## config.mk

```make
export PLATFORM = sky130hd
export DESIGN_NAME = uart_tx_arbiter
export DESIGN_NICKNAME = d
export VERILOG_FILES = /design/src/rtl/uart_pkg.sv /design/src/rtl/uart_rr_arbiter.sv /design/src/rtl/uart_tx_arbiter.sv
export SDC_FILE = /design/constraint.sdc
export NUM_CORES = 1
export LEC_CHECK = 0
export ABC_AREA = 0
export CAP_MARGIN = 15
export CORE_AREA = 4 4 46 88
export CTS_BUF_LIST = sky130_fd_sc_hd__clkbuf_4 sky130_fd_sc_hd__clkbuf_8
export DETAILED_ROUTE_END_ITERATION = 6
export DIE_AREA = 0 0 50 92
export GPL_TIMING_DRIVEN = 0
export PLACE_DENSITY_LB_ADDON = 0.12
export SYNTH_ARGS = -nofsm -noshare
export SYNTH_HDL_FRONTEND = slang
export SYNTH_HIERARCHICAL = 1
export SYNTH_SLANG_ARGS = --single-unit
```

## constraint.sdc

```tcl
create_clock -name clk -period 2.2 [get_ports clk]
set_input_delay 0.44 -clock clk [delete_from_list [all_inputs] [get_ports clk]]
set_output_delay 0.44 -clock clk [all_outputs]
set_load 0.05 [all_outputs]
```

## src/rtl/uart_pkg.sv

```systemverilog
// uart_pkg: FSM encodings, header tag and source-id width shared by the UART TX arbiter.
// The CHK encoding exists only when UART_ARB_CHECKSUM_EN is defined.
package uart_pkg;
   localparam logic [1:0] IDLE = 2'd0;
   localparam logic [1:0] HDR  = 2'd1;
   localparam logic [1:0] PAY  = 2'd2;
`ifdef UART_ARB_CHECKSUM_EN
   localparam logic [1:0] CHK  = 2'd3;
`endif
   localparam logic [3:0] HDR_TAG  = 4'hA;
   localparam int         SRC_ID_W = 4;

   function automatic logic [7:0] hdr_byte(input logic [SRC_ID_W-1:0] id);
      return {HDR_TAG, id};
   endfunction
endpackage

```

## src/rtl/uart_rr_arbiter.sv

```systemverilog
// uart_rr_arbiter: round-robin pick among requesters, searching from last_grant+1 with wrap.
module uart_rr_arbiter #(
   parameter int N_SRC = 4,
   parameter int IW    = $clog2(N_SRC)
) (
   input  logic [N_SRC-1:0] req,
   input  logic [IW-1:0]    last_grant,
   output logic [N_SRC-1:0] grant,
   output logic [IW-1:0]    index
);
   logic          found;
   logic [IW:0]   sum;
   logic [IW-1:0] idx;

   always_comb begin
      grant = '0;
      index = '0;
      found = 1'b0;
      sum   = '0;
      idx   = '0;
      for (int i = 1; i <= N_SRC; i++) begin
         sum = {1'b0, last_grant} + (IW+1)'(i);
         idx = sum >= (IW+1)'(N_SRC) ? IW'(sum - (IW+1)'(N_SRC)) : sum[IW-1:0];
         if (!found && req[idx]) begin
            found = 1'b1;
            index = idx;
         end
      end
      grant[index] = found;
   end
endmodule

```

## src/rtl/uart_tx_arbiter.sv

```systemverilog
// uart_tx_arbiter: frames round-robin granted source bytes as {header, payload} packets into a UART TX FIFO.
// Define UART_ARB_CHECKSUM_EN to append a header^payload checksum byte to each packet.
module uart_tx_arbiter
   import uart_pkg::*;
#(
   parameter int N_SRC = 4
) (
   input  logic                  clk,
   input  logic                  rst,
   input  logic [N_SRC-1:0]      req,
   input  logic [N_SRC-1:0][7:0] src_data,
   output logic [N_SRC-1:0]      ack,
   input  logic                  tx_full,
   output logic                  wr_uart,
   output logic [7:0]            w_data
);
   localparam int IW = $clog2(N_SRC);

   logic [1:0]          state;
   logic [IW-1:0]       last_grant;
   logic [SRC_ID_W-1:0] id;
   logic [7:0]          payload;
   logic [N_SRC-1:0]    gnt;
   logic [IW-1:0]       gidx;
   logic                can_wr;

   uart_rr_arbiter #(.N_SRC(N_SRC), .IW(IW)) u_rr (
      .req        (req),
      .last_grant (last_grant),
      .grant      (gnt),
      .index      (gidx)
   );

   // a strobe in the previous cycle blocks this one, keeping bytes at least two cycles apart
   assign can_wr = !tx_full && !wr_uart;

   always_ff @(posedge clk) begin
      if (rst) begin
         state      <= IDLE;
         ack        <= '0;
         wr_uart    <= 1'b0;
         w_data     <= 8'h00;
         last_grant <= IW'(N_SRC - 1);
         id         <= '0;
         payload    <= 8'h00;
      end else begin
         ack     <= '0;
         wr_uart <= 1'b0;
         case (state)
            IDLE: if (|req) begin
               ack        <= gnt;
               last_grant <= gidx;
               id         <= SRC_ID_W'(gidx);
               payload    <= src_data[gidx];
               state      <= HDR;
            end
            HDR: if (can_wr) begin
               wr_uart <= 1'b1;
               w_data  <= hdr_byte(id);
               state   <= PAY;
            end
            PAY: if (can_wr) begin
               wr_uart <= 1'b1;
               w_data  <= payload;
`ifdef UART_ARB_CHECKSUM_EN
               state   <= CHK;
`else
               state   <= IDLE;
`endif
            end
`ifdef UART_ARB_CHECKSUM_EN
            CHK: if (can_wr) begin
               wr_uart <= 1'b1;
               w_data  <= hdr_byte(id) ^ payload;
               state   <= IDLE;
            end
`endif
            default: state <= IDLE;
         endcase
      end
   end
endmodule

```

==> summary.txt, run 1 <==
CP delay by family, top - buffers and inverters
critical-path cell list - dlygate4sd2_1 > buf_6 > and2b_1 > a21oi_1 > o221ai_2 > buf_6 > mux4_2 > nand2_1 > a21oi_2
crit path DAT - 2.20 ns
worst reg2reg path depth - 8
DRC violations left - 0
status - complete, no violations
port bufs - 50
Netlist cell types - 44
Clock Latency Late Sink - 0.27 ns
Final Util - 0.634
crit-path most repeated cell - buf_6
Cells after Synth - 163
Post-DRT Antenna Nets - 0
Critical Path Slowest Stage Cell - mux4_2
FF/Latch Area - 541 µm²
number of H-tree levels - 1
worst path buffer plus inverter count - 3
Initial DRT Pass Iterations - 3
Mapped Nets - 205
clock root buffer - clkbuf_8
Via-to-Cell Ratio - 5.26
Post-Synthesis Cell Area - 1540 µm²
via count - 1399
post-route cell area - 2170 µm²
commonest cells in the netlist - 27 x dfxtp_1, 20 x nand2_1, 16 x a21oi_1, 9 x nor2_1
Post-DP HPWL - 3000 µm
Crit. End Element - flop
Setup Skew - 0.00514 ns
r2r setup slk - 0.35 ns
Synth top area share - 0.351
Post-Place Cell Area - 2100 µm²
Total GRT Usage - 0.170
Fill cells - 308
area leader, netlist - dfxtp_1
CTS Buffer Depth - 2
first-pass GRT wire length - 6270 µm
Final Non-Filler Cells - 266
Routability Congestion - 0.810
drt first-iter violations - 10
initial antenna violation count - 0
dominant synthesized flop cell - dfxtp_1
WS Path Type - in2reg
Starting Density - 0.451
number of synthesized register bits - 27
hold crit path type - reg2reg
hold depth - 2
worst-margin pin slew - 0.608 ns
number of diodes - 0
Die H - 92 µm
Core ar. - 3420 µm²
Max-Cap Viols - 0
Post-Syn Area per Cell - 9.44 µm²
Final Cycle Share - 0.936
CP startpoint - req[0]
Die Width - 50 µm
Rel. slew slack - 0.595
final critical-path required period - 2.06 ns
vias in the first global route - 1485
Max Freq - 0.486 GHz
# IOs - 52
Worst VDD drop - 451 µV
worst-path maximum fanout - 9
gr ovfl total - 0
Pwr Density - 908 nW/µm²
die area - 4600 µm²
multi-input gate area in the final layout - 896 µm²
RSZ-0062 raised after global routing - no
WL final - 3650 µm
final setup fails - 0
hold_sp - payload[2]
FF-to-FF End - payload[2]
Synth Warn # - 6
largest net degree at the start of global routing - 15
nets@finish - 261
crit start category - input pin
post-DR wirelength/cell - 13.7 µm
share of cells above drive strength 1 - 0.211
Setup Fix Bufs, Post-CTS - 0
endpoints failing hold - 0
placed insts - 261
CTS Buf Count - 3
Post-synth EDFFs - 0
asr flop ratio synth - 0
r2r startpoint - last_grant[1]
cts hold-fix bufs - 0
Sink Count - 27
crit-path max cell delay - 0.50 ns
Area contributors post-synth - dfxtp_1 35%, mux4_2 12%, a21oi_1 5.2%
Leak - 0.820 nW
sequential share of the synthesized area - 0.351
hold path endpoint - payload[2]
most common cell in the netlist - dfxtp_1
Reg clk slew, reported paths - 0.08 ns
CTS tree - yes
Worst Path Required - 2.34 ns
Slew Limit Fails - 0
FP Rows - 30
Layout area overhead - 40.7%
[logic make-up (layout without fill, tap and decap cells)]
kind of cell,after synthesis,count (layout),synth area share
buf+inv,18,73,0.0707
simple gates,55,55,0.187
fa+ha+maj,3,3,0.0244
mux,11,11,0.137
compound gates,49,49,0.230
flops,27,27,0.351
[per-layer routing]
| metal | vias up | wire, µm | GRT usage |
|---|---|---|---|
| li1 | 687 | - | - |
| met1 | 654 | 1280 | 0.175 |
| met2 | 51 | 2050 | 0.322 |
| met3 | 7 | 265 | 0.0390 |
| met4 | 0 | 57 | 0.0554 |
| met5 | - | 0 | 0 |
[cells in the final DEF (no fill, tap or decap), types with 3 or more instances in the layout]
master,instances
buf_2,3
mux4_2,8
a21oi_2,8
clkbuf_8,4
clkdlybuf4s50_1,46
mux2i_1,3
nor2_1,9
a21oi_1,16
dfxtp_1,27
o21ai_0,5
a211oi_1,3
and2_1,4
nand2_2,8
ha_1,3
buf_4,3
inv_1,5
nand2_1,20
buf_6,3
[how the worst max path moves through the flow]
stage | endpoint | depth (start not counted)
after floorplan | payload[3] | 8
after global placement | payload[7] | 8
after detailed placement | payload[4] | 8
after CTS | payload[4] | 7
after global routing | payload[1] | 8
final | payload[6] | 9
[power by group]
part | total [mW] | switching (mW) | internal [mW] | leakage (nW)
clock | 0.291 | 0.149 | 0.142 | 0.0262
combinational | 1.00 | 0.539 | 0.465 | 0.572
sequential | 0.670 | 0.0707 | 0.599 | 0.222
[worst min-delay path: stages, from the launching register on]
cell and delay [ns]:
dfxtp_1 0.33, nand2_2 0.06, a21oi_2 0.04
[per-stage QoR]
| step | worst slack [ns] | total power, mW | hold WS (ns) | TNS [ns] |
|---|---|---|---|---|
| after detailed placement | -0.499 | 1.67 | 0.456 | -3.97 |
| after global routing | 0.00171 | 2.11 | 0.491 | 0 |
| final | 0.141 | 1.97 | 0.466 | 0 |
| after CTS | 0.0683 | 1.99 | 0.470 | 0 |
| after floorplan | 0.284 | 1.40 | 0.436 | 0 |
| after global placement | -0.434 | 1.63 | 0.450 | -3.43 |
[sequential cells by signal (all words and copies together), names as in the netlist]
signal / flops
payload: 8
state: 2
w_data: 8
wr_uart: 1
ack: 4
id: 2
last_grant: 2
[area by class of cell]
class	instances	area share
timing repair buffer	51	0.235
clock buffer	4	0.0225
tap	48	0.0277
buffer	13	0.0433
inverter	5	0.00867
sequential	27	0.250
multi-input combinational	118	0.414
[timing repair]
item | CTS | global route
gates cloned | 1 | 0
setup endpoints to repair | 8 | 8
endpoints found under the hold margin | 0 | 0
gates resized for setup | 8 | 2
No activity file was read; power rests on OpenSTA's default activity.
==> run 2: changes to the inputs <==
--- a/config.mk
+++ b/config.mk
@@ -7,10 +7,10 @@
 export LEC_CHECK = 0
 export ABC_AREA = 0
 export CAP_MARGIN = 15
-export CORE_AREA = 4 4 46 88
+export CORE_AREA = 4 4 45 86
 export CTS_BUF_LIST = sky130_fd_sc_hd__clkbuf_4 sky130_fd_sc_hd__clkbuf_8
 export DETAILED_ROUTE_END_ITERATION = 6
-export DIE_AREA = 0 0 50 92
+export DIE_AREA = 0 0 49 90
 export GPL_TIMING_DRIVEN = 0
 export PLACE_DENSITY_LB_ADDON = 0.12
 export SYNTH_ARGS = -nofsm -noshare
==> constraint.sdc (replaced) <==
create_clock -name clk -period 2.45 [get_ports clk]
set_input_delay 0.49 -clock clk [delete_from_list [all_inputs] [get_ports clk]]
set_output_delay 0.49 -clock clk [all_outputs]
set_load 0.05 [all_outputs]
==> summary.txt, run 2 (synthesis gave the netlist of run 1 again) <==
Hold WS - 0.469 ns (+0.00328 ns)
Crit path depth - 8 (-1)
clock root buffer - clkbuf_8
Critical Path Slowest Stage Cell - clkdlybuf4s50_1
# IOs - 52 (unchanged)
Via-to-Cell Ratio - 5.69 (+8.2%)
r2r startpoint - last_grant[1]
Fill cells - 268 (-13%)
RSZ-0062 raised after global routing - no
via count - 1417 (+1.3%)
Initial DRT Pass Iterations - 4 (+1)
Final Cycle Share - 0.952
worst reg2reg path depth - 7 (-1)
number of diodes - 0 (unchanged)
Layout area overhead - 39.4%
DRC violations left - 0 (unchanged)
CTS tree - yes
Core ar. - 3190 µm² (-6.5%)
Rel. slew slack - 0.596 (+0.00149)
status - complete, no violations
final setup fails - 0 (unchanged)
r2r setup slk - 0.51 ns (+0.16 ns)
biggest regs - payload: 8 flops, w_data: 8 flops, ack: 4 flops
Setup TNS Final - 0 ns (unchanged)
Combinational Power Share - 0.510 (about the same)
Total GRT Usage - 0.183 (+0.0129)
drt first-iter violations - 41 (+31)
worst-path maximum fanout - 10 (+1)
first-pass GRT wire length - 6520 µm (+4.1%)
Setup Fix Bufs, Post-CTS - 0 (unchanged)
crit-path max cell delay - 0.58 ns (+0.08 ns)
power share of the clock group - 0.147 (about the same)
cts hold-fix bufs - 0 (unchanged)
CTS Buffer Depth - 2 (unchanged)
WL final - 3960 µm (+8.7%)
post-DR wirelength/cell - 15.9 µm (+16%)
port bufs - 50 (unchanged)
switch share - 0.397 (+0.0108)
worst path buffer plus inverter count - 3 (unchanged)
Worst VDD drop - 488 µV (+8.1%)
Worst Path Required - 2.60 ns (+0.26 ns)
critical-path cell list - clkdlybuf4s50_1 > clkbuf_8 > a21oi_1 > o221ai_2 > buf_6 > mux4_2 > nand2_1 > a21oi_2
Slew Limit Fails - 0 (unchanged)
hold crit path type - reg2reg
die area - 4410 µm² (-4.1%)
Sink Count - 27 (unchanged)
FP Rows - 29 (-3.3%)
Max Freq - 0.429 GHz
most frequent cells in the layout - 48 x clkdlybuf4s50_1, 27 x dfxtp_1, 20 x nand2_1, 16 x a21oi_1, 9 x nor2_1
WS Path Type - in2reg
commonest non-fill, non-tap cell in the layout - clkdlybuf4s50_1
CTS Buf Count - 3 (unchanged)
DP Worst Slack - -0.307 ns (+0.193 ns)
Post-DP HPWL - 3180 µm (+5.8%)
Clock Latency Late Sink - 0.28 ns (about the same)
Reg power frac - 0.343 (+0.002)
Die H - 90 µm (-2.2%)
number of H-tree levels - 1 (unchanged)
crit path DAT - 2.48 ns (+0.28 ns)
crit start category - input pin
final critical-path required period - 2.33 ns
share of cells above drive strength 1 - 0.211 (unchanged)
worst-margin pin slew - 0.605 ns (-0.00223 ns)
Reg clk slew, reported paths - 0.10 ns (+0.02 ns)
initial antenna violation count - 0 (unchanged)
Net Sw Power - 0.706 mW (-7.0%)
nets@finish - 261 (unchanged)
endpoints failing hold - 0 (unchanged)
Routability Congestion - 0.763 (-5.9%)
largest net degree at the start of global routing - 17 (+2)
Die Width - 49 µm (-2.0%)
Setup Skew - 0.00624 ns (+0.00110 ns)
Critical Path End - payload[5]
Post-DRT Antenna Nets - 0 (unchanged)
Leak - 0.813 nW (-0.79%)
gr ovfl total - 0 (unchanged)
vias in the first global route - 1435 (-3.4%)
Final WS setup - 0.117 ns (-0.0240 ns)
Crit. End Element - flop
CP delay by family, top - buffers and inverters
CP startpoint - req[3]
FF-to-FF End - payload[5]
Pint - 1.07 mW (-11%)
Starting Density - 0.482 (+0.0314)
Max-Cap Viols - 0 (unchanged)
Pwr Density - 829 nW/µm² (-8.7%)
## run 2: cell count changes in the layout (fill, tap and decap cells not counted), sizes merged
cell	delta
clkinvlp	+1
clkbuf	-1
clkdlybuf4s15	-1
dlygate4sd2	-1
clkdlybuf4s50	+2
## run 2: worst min path at each step
stage               startpoint  cells after the start          to  slack (ns)
floorplan                id[0]                      2       id[0]        0.44
global placement         id[0]                      2       id[0]        0.45
detailed placement       id[0]                      2       id[0]        0.45
CTS                 payload[4]                      2  payload[4]        0.47
global route        payload[0]                      2  payload[0]        0.48
finish              payload[4]                      2  payload[4]        0.47
## run 2: area by class of cell
class	count	area [µm²]	share of cell area
Buffer	13	93.8	0.0437
Tap cell	31	38.8	0.0181
Inverter	5	18.8	0.00875
Multi-Input combinational cell	118	896	0.417
Timing Repair Buffer	51	509	0.237
Clock buffer	3	41.3	0.0192
Clock inverter	1	7.51	0.00350
Sequential cell	27	541	0.252
## run 2: per-layer routing
layer  global-route usage  routed length, µm  up-vias
met2                0.377               2410       47
met5                    0                  0        -
met3               0.0232                196        4
met4               0.0539                 45        0
li1                     -                  -      688
met1                0.174               1310      678
## run 2: through the flow
stage / power [mW] / utilization / cells / area [µm²]
2_1_floorplan: 1.26 / - / 163 / 1540
3_3_place_gp: 1.48 / 0.651 / 244 / 2080
3_5_place_dp: 1.51 / 0.651 / 244 / 2080
4_1_cts: 1.77 / 0.666 / 248 / 2130
5_1_grt: 1.89 / 0.672 / 249 / 2150
6_report: 1.78 / 0.672 / 249 / 2150
## run 2: power groups by stage
stage / Combinational, mW / Clock, mW / Sequential [mW]
floorplan: 0.562 / 0 / 0.700
global route: 0.992 / 0.280 / 0.621
global placement: 0.865 / 0 / 0.615
CTS: 0.895 / 0.263 / 0.609
detailed placement: 0.890 / 0 / 0.619
finish: 0.907 / 0.261 / 0.610
## run 2: timing repair
action / 4_1_cts / 5_1_grt
pin swaps: 0 / 0
setup endpoints to repair: 2 / 8
gates cloned: 0 / 1
gates resized for setup: 1 / 5
## run 2: worst register-to-register path, cell delays in order (launching register included)
cell	delay, ns
dfxtp_1	0.42
buf_4	0.20
a21oi_1	0.10
o221ai_2	0.24
buf_6	0.18
mux4_2	0.49
nand2_1	0.13
a21oi_2	0.07
